File: src/rtl/spi_ram_pkg.sv
// Shared types for the SPI-to-RAM bridge: command codes, FSM states and the
// serial frame width (two command bits plus the wider of address and data).
package spi_ram_pkg;

    typedef enum logic [1:0] {
        CMD_WR_ADDR = 2'b00,
        CMD_WR_DATA = 2'b01,
        CMD_RD_ADDR = 2'b10,
        CMD_RD_DATA = 2'b11
    } cmd_e;

    typedef enum logic [2:0] {
        IDLE,
        RX,
        EXEC,
        TX,
        WAIT_HI
    } state_e;

    function automatic int frame_w(input int aw, input int dw);
        return 2 + ((aw > dw) ? aw : dw);
    endfunction

endpackage

File: src/rtl/spi_ram_mem.sv
// Single-port word RAM: synchronous write, registered read, no reset.
// Addresses at or beyond DEPTH never write and read back as zero.
module spi_ram_mem
    import spi_ram_pkg::*;
#(
    parameter int ADDR_W = 8,
    parameter int DATA_W = 8,
    parameter int DEPTH  = 256
) (
    input  logic              clk,
    input  logic              i_we,
    input  logic [ADDR_W-1:0] i_addr,
    input  logic [DATA_W-1:0] i_wdata,
    output logic [DATA_W-1:0] o_rdata
);

    localparam int IDX_W = (DEPTH > 1) ? $clog2(DEPTH) : 1;
    localparam logic [ADDR_W:0] DEPTH_V = (ADDR_W+1)'(DEPTH);

    logic [DATA_W-1:0] r_mem [DEPTH];
    logic [DATA_W-1:0] r_rdata;
    logic              w_in_range;
    logic [IDX_W-1:0]  w_idx;

    assign w_in_range = ({1'b0, i_addr} < DEPTH_V);
    assign w_idx      = i_addr[IDX_W-1:0];
    assign o_rdata    = r_rdata;

    always_ff @(posedge clk) begin
        if (i_we && w_in_range) begin
            r_mem[w_idx] <= i_wdata;
        end
        if (w_in_range) begin
            r_rdata <= r_mem[w_idx];
        end else begin
            r_rdata <= '0;
        end
    end

endmodule

File: src/rtl/spi_ram_bridge.sv
// Serial command bridge: shifts in {cmd, payload} frames on SS_n/MOSI, updates
// independent write/read pointers, and streams read words MSB first on MISO.
module spi_ram_bridge
    import spi_ram_pkg::*;
#(
    parameter int ADDR_W   = 8,
    parameter int DATA_W   = 8,
    parameter int DEPTH    = 256,
    parameter int AUTO_INC = 1
) (
    input  logic clk,
    input  logic rst_n,
    input  logic SS_n,
    input  logic MOSI,
    output logic MISO,
    output logic frame_err
);

    localparam int FW = frame_w(ADDR_W, DATA_W);
    localparam int PW = FW - 2;
    localparam int CW = $clog2(FW + 1);
    localparam logic [ADDR_W:0] DEPTH_V = (ADDR_W+1)'(DEPTH);

    state_e            r_state;
    logic [FW-1:0]     r_shift;
    logic [CW-1:0]     r_cnt;
    logic [ADDR_W-1:0] r_wr_ptr;
    logic [ADDR_W-1:0] r_rd_ptr;
    logic [DATA_W-1:0] r_tx;
    logic              r_miso;
    logic              r_frame_err;

    cmd_e              w_cmd;
    cmd_e              w_pre_cmd;
    logic [PW-1:0]     w_payload;
    logic              w_last_bit;
    logic              w_wr_oor;
    logic              w_rd_oor;
    logic              w_mem_we;
    logic              w_wr_sel;
    logic [ADDR_W-1:0] w_mem_addr;
    logic [DATA_W-1:0] w_rdata;

    function automatic logic [ADDR_W-1:0] next_ptr(input logic [ADDR_W-1:0] p);
        if ({1'b0, p} >= DEPTH_V - 1'b1) begin
            return '0;
        end
        return p + ADDR_W'(1);
    endfunction

    // w_pre_cmd sees the command one bit early so the range error lands in EXEC
    assign w_cmd      = cmd_e'(r_shift[PW+1:PW]);
    assign w_pre_cmd  = cmd_e'(r_shift[PW:PW-1]);
    assign w_payload  = r_shift[PW-1:0];
    assign w_last_bit = (r_cnt == CW'(FW - 1));
    assign w_wr_oor   = ({1'b0, r_wr_ptr} >= DEPTH_V);
    assign w_rd_oor   = ({1'b0, r_rd_ptr} >= DEPTH_V);
    assign w_wr_sel   = (r_state == EXEC) && (w_cmd == CMD_WR_DATA);
    assign w_mem_we   = w_wr_sel && !w_wr_oor;
    assign w_mem_addr = w_wr_sel ? r_wr_ptr : r_rd_ptr;
    assign MISO       = r_miso;
    assign frame_err  = r_frame_err;

    spi_ram_mem #(
        .ADDR_W (ADDR_W),
        .DATA_W (DATA_W),
        .DEPTH  (DEPTH)
    ) u_mem (
        .clk     (clk),
        .i_we    (w_mem_we),
        .i_addr  (w_mem_addr),
        .i_wdata (w_payload[DATA_W-1:0]),
        .o_rdata (w_rdata)
    );

    always_ff @(posedge clk or negedge rst_n) begin
        if (!rst_n) begin
            r_state     <= IDLE;
            r_cnt       <= '0;
            r_wr_ptr    <= '0;
            r_rd_ptr    <= '0;
            r_miso      <= 1'b0;
            r_frame_err <= 1'b0;
        end else begin
            r_miso      <= 1'b0;
            r_frame_err <= 1'b0;
            case (r_state)
                IDLE: begin
                    r_cnt <= '0;
                    if (!SS_n) begin
                        r_state <= RX;
                        r_cnt   <= CW'(1);
                    end
                end
                RX: begin
                    if (SS_n) begin
                        r_state     <= IDLE;
                        r_cnt       <= '0;
                        r_frame_err <= 1'b1;
                    end else if (w_last_bit) begin
                        r_state     <= EXEC;
                        r_cnt       <= '0;
                        r_frame_err <= ((w_pre_cmd == CMD_WR_DATA) && w_wr_oor) ||
                                       ((w_pre_cmd == CMD_RD_DATA) && w_rd_oor);
                    end else begin
                        r_cnt <= r_cnt + CW'(1);
                    end
                end
                EXEC: begin
                    case (w_cmd)
                        CMD_WR_ADDR: r_wr_ptr <= w_payload[ADDR_W-1:0];
                        CMD_WR_DATA: if (AUTO_INC != 0) r_wr_ptr <= next_ptr(r_wr_ptr);
                        CMD_RD_ADDR: r_rd_ptr <= w_payload[ADDR_W-1:0];
                        default:     if (AUTO_INC != 0) r_rd_ptr <= next_ptr(r_rd_ptr);
                    endcase
                    if (w_cmd == CMD_RD_DATA) begin
                        r_state <= TX;
                        r_cnt   <= CW'(1);
                        r_miso  <= w_rdata[DATA_W-1];
                    end else begin
                        r_state <= SS_n ? IDLE : WAIT_HI;
                    end
                end
                TX: begin
                    if (r_cnt == CW'(DATA_W)) begin
                        r_state <= SS_n ? IDLE : WAIT_HI;
                        r_cnt   <= '0;
                    end else if (SS_n) begin
                        r_state     <= IDLE;
                        r_cnt       <= '0;
                        r_frame_err <= 1'b1;
                    end else begin
                        r_cnt  <= r_cnt + CW'(1);
                        r_miso <= r_tx[DATA_W-1];
                    end
                end
                WAIT_HI: begin
                    if (SS_n) begin
                        r_state <= IDLE;
                    end
                end
                default: r_state <= IDLE;
            endcase
        end
    end

    // Datapath shift registers carry no reset; r_cnt and the FSM qualify them
    always_ff @(posedge clk) begin
        if ((r_state == IDLE) || (r_state == RX)) begin
            r_shift <= {r_shift[FW-2:0], MOSI};
        end
        if (r_state == EXEC) begin
            r_tx <= w_rdata << 1;
        end else if (r_state == TX) begin
            r_tx <= r_tx << 1;
        end
    end

endmodule

File: config.mk
export PLATFORM = sky130hd
export DESIGN_NAME = spi_ram_bridge
export DESIGN_NICKNAME = d
export VERILOG_FILES = /design/src/rtl/spi_ram_pkg.sv /design/src/rtl/spi_ram_mem.sv /design/src/rtl/spi_ram_bridge.sv
export SDC_FILE = /design/constraint.sdc
export NUM_CORES = 2
export LEC_CHECK = 0
export ABC_AREA = 1
export CORE_MARGIN = 4
export CORE_UTILIZATION = 50
export DETAILED_ROUTE_END_ITERATION = 12
export HOLD_SLACK_MARGIN = 0.1
export PLACE_DENSITY = 0.7
export SLEW_MARGIN = 20
export SYNTH_ARGS = -nofsm -noshare
export SYNTH_HDL_FRONTEND = slang
export SYNTH_SLANG_ARGS = --single-unit
File: constraint.sdc
create_clock -name clk -period 6.4 [get_ports clk]
set_clock_uncertainty 0.2 [all_clocks]
set_input_delay 1.28 -clock clk [delete_from_list [all_inputs] [get_ports clk]]
set_output_delay 1.28 -clock clk [all_outputs]
set_load 0.005 [all_outputs]
==> run_results.csv <==
group,metric,value,unit
critical_path,reg2regPathDepth,17,
hold_path,min_path_type,"reg2reg",
power,ir_drop,0.662,mV
timing,tns,0,ns
drt,vias_per_cell,5.44,
timing,fin_crit,5.34,ns
timing,rsz0062_at_grt,"false",
final_layout,finish.utilization,55.2,%
floorplanning,core,0.176,mm²
grt,grt_pass1_vias,57900,
cts,cts_tree,"done",
final_layout,nFillCells,14900,
critical_path,crit_fanout,72,
grt,track_usage,24.6,%
drt,drcViolationCount,0,
cts,htree_levels,4,
hold_path,whs_path_depth,2,
final_layout,multi_input_area,0.0239,mm²
drt,first_pass_iters,7,
timing,slew_headroom,28.0,%
cts,cts_root_buf,"clkbuf_16",
cts,ctsResizeCount,0,
grt,antenna_found_initial,5,
critical_path,reg2reg_from,"r_shift[8]",
placed_design,io_buffer_count,5,
cts,clkLatencyLatePin,0.83,ns
grt,grt_max_degree,227,
timing,clock.fmax,0.187,GHz
grt,overflow,0,
drt,wl_per_cell,20.8,µm
logic_synthesis,ys_ff_latch,2098,
final_layout,fin_nets,8613,
critical_path,reg2reg_to,"u_mem.o_rdata[4]",
status,outcome,"finished, final reports clean",
critical_path,cp-end-kind,"flip-flop",
grt,grt_first_pass_wirelength,350,mm
critical_path,cp.required,6.97,ns
cts,post_cts_buffers,0,
placed_design,place_congestion,0.899,
timing,finalSetupViolations,0,
logic_synthesis,yosysWarnings,0,
timing,holdWs,0.331,ns
timing,fin_crit_sh,83.4,%
drt,dr.first_iter.drc_count,7332,
floorplanning,ios,6,
drt,vias,60400,
floorplanning,die_area,0.185,mm²
hold_path,whs_endpoint,"r_tx[2]",
floorplanning,initial_core_util,50.4,%
floorplanning,rows,154,
logic_synthesis,yosys.cell_types.count,36,
cts,clock_sinks,2098,
final_layout,drive_gt1_share,4.54,%
logic_synthesis,avgSynthCellArea,10.1,µm²
critical_path,reg2reg_slack,1.06,ns
final_layout,ff_latch_area,0.0628,mm²
logic_synthesis,synth_fp_nets,8778,
critical_path,worstSetupPathType,"reg2reg",
cts,hold_buffers,0,
hold_path,hold_start,"r_tx[1]",
power,total_power,45.8,mW
floorplanning,die_x,430,µm
drt,ant_nets,0,
cts,cts_buffers,202,
critical_path,startpoint_type,"flip-flop",
timing,worstMarginPinSlew,1.08,ns
logic_synthesis,synthesis.area,0.0889,mm²
timing,hold_violations,0,
logic_synthesis,seq_area_frac_synth,70.7,%
logic_synthesis,synth_cells,8769,
cts,clk_pin_slew,0.06,ns
drt,drt_wl_total,231,mm
power,p_leak,39.5,nW
floorplanning,die_h,430,µm
timing,slew_viol_final,0,
critical_path,worstPathArrival,5.91,ns
cts,cts_buffer_depth,3,
placed_design,hpwl,130,mm
power,power.density,470,mW/mm²
flow_run,cap_violations,0,
final_layout,synthToLayoutAreaGrowth,9.59,%
==> cell usage in the layout (no fill, tap or decap), types with 13 or more instances in the layout <==
cell type,n
edfxtp_1,2065
inv_1,55
o21ai_0,32
buf_4,68
clkbuf_1,47
buf_12,22
clkinv_1,51
clkinv_2,22
nand2_1,5272
clkbuf_16,210
nor2_1,387
bufinv_16,18
inv_2,13
o21ai_1,111
dfrtp_1,25
a21oi_1,21
nand3_1,251
==> flip-flops by register name (all words and copies together) (netlist names) <==
register and flops:
r_wr_ptr 8, frame_err 1, u_mem.o_rdata 8, MISO 1, r_cnt 4, r_rd_ptr 8
u_mem.r_mem 2048, r_shift 10, r_state 3, r_tx 7
==> critical path, stage by stage (launching register included) <==
cell,delay [ns]
edfxtp_1,0.55
inv_2,0.24
nor2_8,0.08
nand3_4,0.18
clkinv_2,0.33
o21ai_1,0.51
inv_1,0.20
nor2_4,0.13
buf_4,0.64
buf_4,0.86
nand2_1,0.23
nand2_1,0.15
o21ai_0,0.18
nand2_1,0.16
nor2_1,0.09
nor2_1,0.32
nor2_1,0.13
nand2_1,0.08
==> area by class of cell <==
cell class | count | area share, %
Antenna cell | 2 | 0.00514
Clock buffer | 261 | 5.63
Clock inverter | 106 | 1.02
Inverter | 70 | 0.279
Multi-Input combinational cell | 6135 | 24.5
Sequential cell | 2098 | 64.5
Tap cell | 2340 | 3.01
Timing Repair Buffer | 97 | 1.07
==> per-layer routing <==
| layer | global-route usage [%] | share of wire (%) | up-vias |
|---|---|---|---|
| met1 | 33.9 | 41 | 28900 |
| met4 | 9.17 | 3.8 | 10 |
| met2 | 39.5 | 47 | 2687 |
| li1 | - | - | 28300 |
| met3 | 4.36 | 8.7 | 489 |
| met5 | 0 | 0.031 | - |
==> power breakdown <==
group          switching [mW]  total [mW]  internal [mW]  leakage, nW
logic                    12.9        16.6           3.69         17.4
registers               0.198        17.4           17.2         18.9
clock network            5.01        11.7           6.74         3.14
==> cell usage after synthesis <==
master	instances	area, µm²
clkbuf_1	174	653
a31oi_1	6	37.5
dfrtp_1	25	626
o211ai_1	1	7.51
nor2_8	1	20.0
o21ai_1	112	561
nand4_1	9	56.3
xnor2_1	1	8.76
nor3_1	5	25.0
nand3_2	1	10.0
nand3_1	252	1260
nor2_4	2	22.5
a22o_1	1	8.76
a21oi_1	21	105
o22a_1	1	8.76
xor2_1	1	8.76
dfxtp_1	8	160
buf_4	5	37.5
nand2_1	5274	19800
buf_1	56	210
nand2_2	3	18.8
nor2_1	394	1480
buf_2	228	1140
nand3_4	1	17.5
clkinv_2	1	5.00
a221oi_1	1	8.76
inv_1	55	206
inv_2	14	52.6
ha_1	5	62.6
a22oi_1	3	22.5
nor2_2	3	18.8
o22ai_1	4	25.0
clkbuf_2	3	15.0
o21ai_0	32	160
edfxtp_1	2065	62000
nor3b_1	1	7.51
==> logic make-up after synthesis <==
group                      after synthesis  share of synthesized area [%]
and+or+nand+nor                       5946                           25.6
buffers and inverters                  536                           2.61
DFF                                   2098                           70.7
xor gates and xnor gates                 2                         0.0197
adders and majority gates                5                         0.0704
AOI/OAI and AO/OA                      182                           1.06
==> worst max path at each step <==
stage                     from  slack, ns          endpoint  cells after the start
floorplan           r_shift[3]       2.10        r_shift[4]                      0
global placement    r_shift[8]       1.22  u_mem.o_rdata[4]                     17
detailed placement  r_shift[8]       1.20  u_mem.o_rdata[4]                     17
CTS                 r_shift[8]       1.19  u_mem.o_rdata[4]                     17
global route        r_shift[8]       0.86  u_mem.o_rdata[5]                     17
finish              r_shift[8]       1.06  u_mem.o_rdata[4]                     17
==> stage by stage <==
stage,cell area (µm²),cells,setup slack (ns)
finish,97400,11100,1.06
global placement,90900,10700,1.22
CTS,97400,11100,1.19
global route,97400,11100,0.862
floorplan,88900,8769,2.10
detailed placement,90900,10700,1.20
Note: power is estimated with default switching activity, not from simulation.
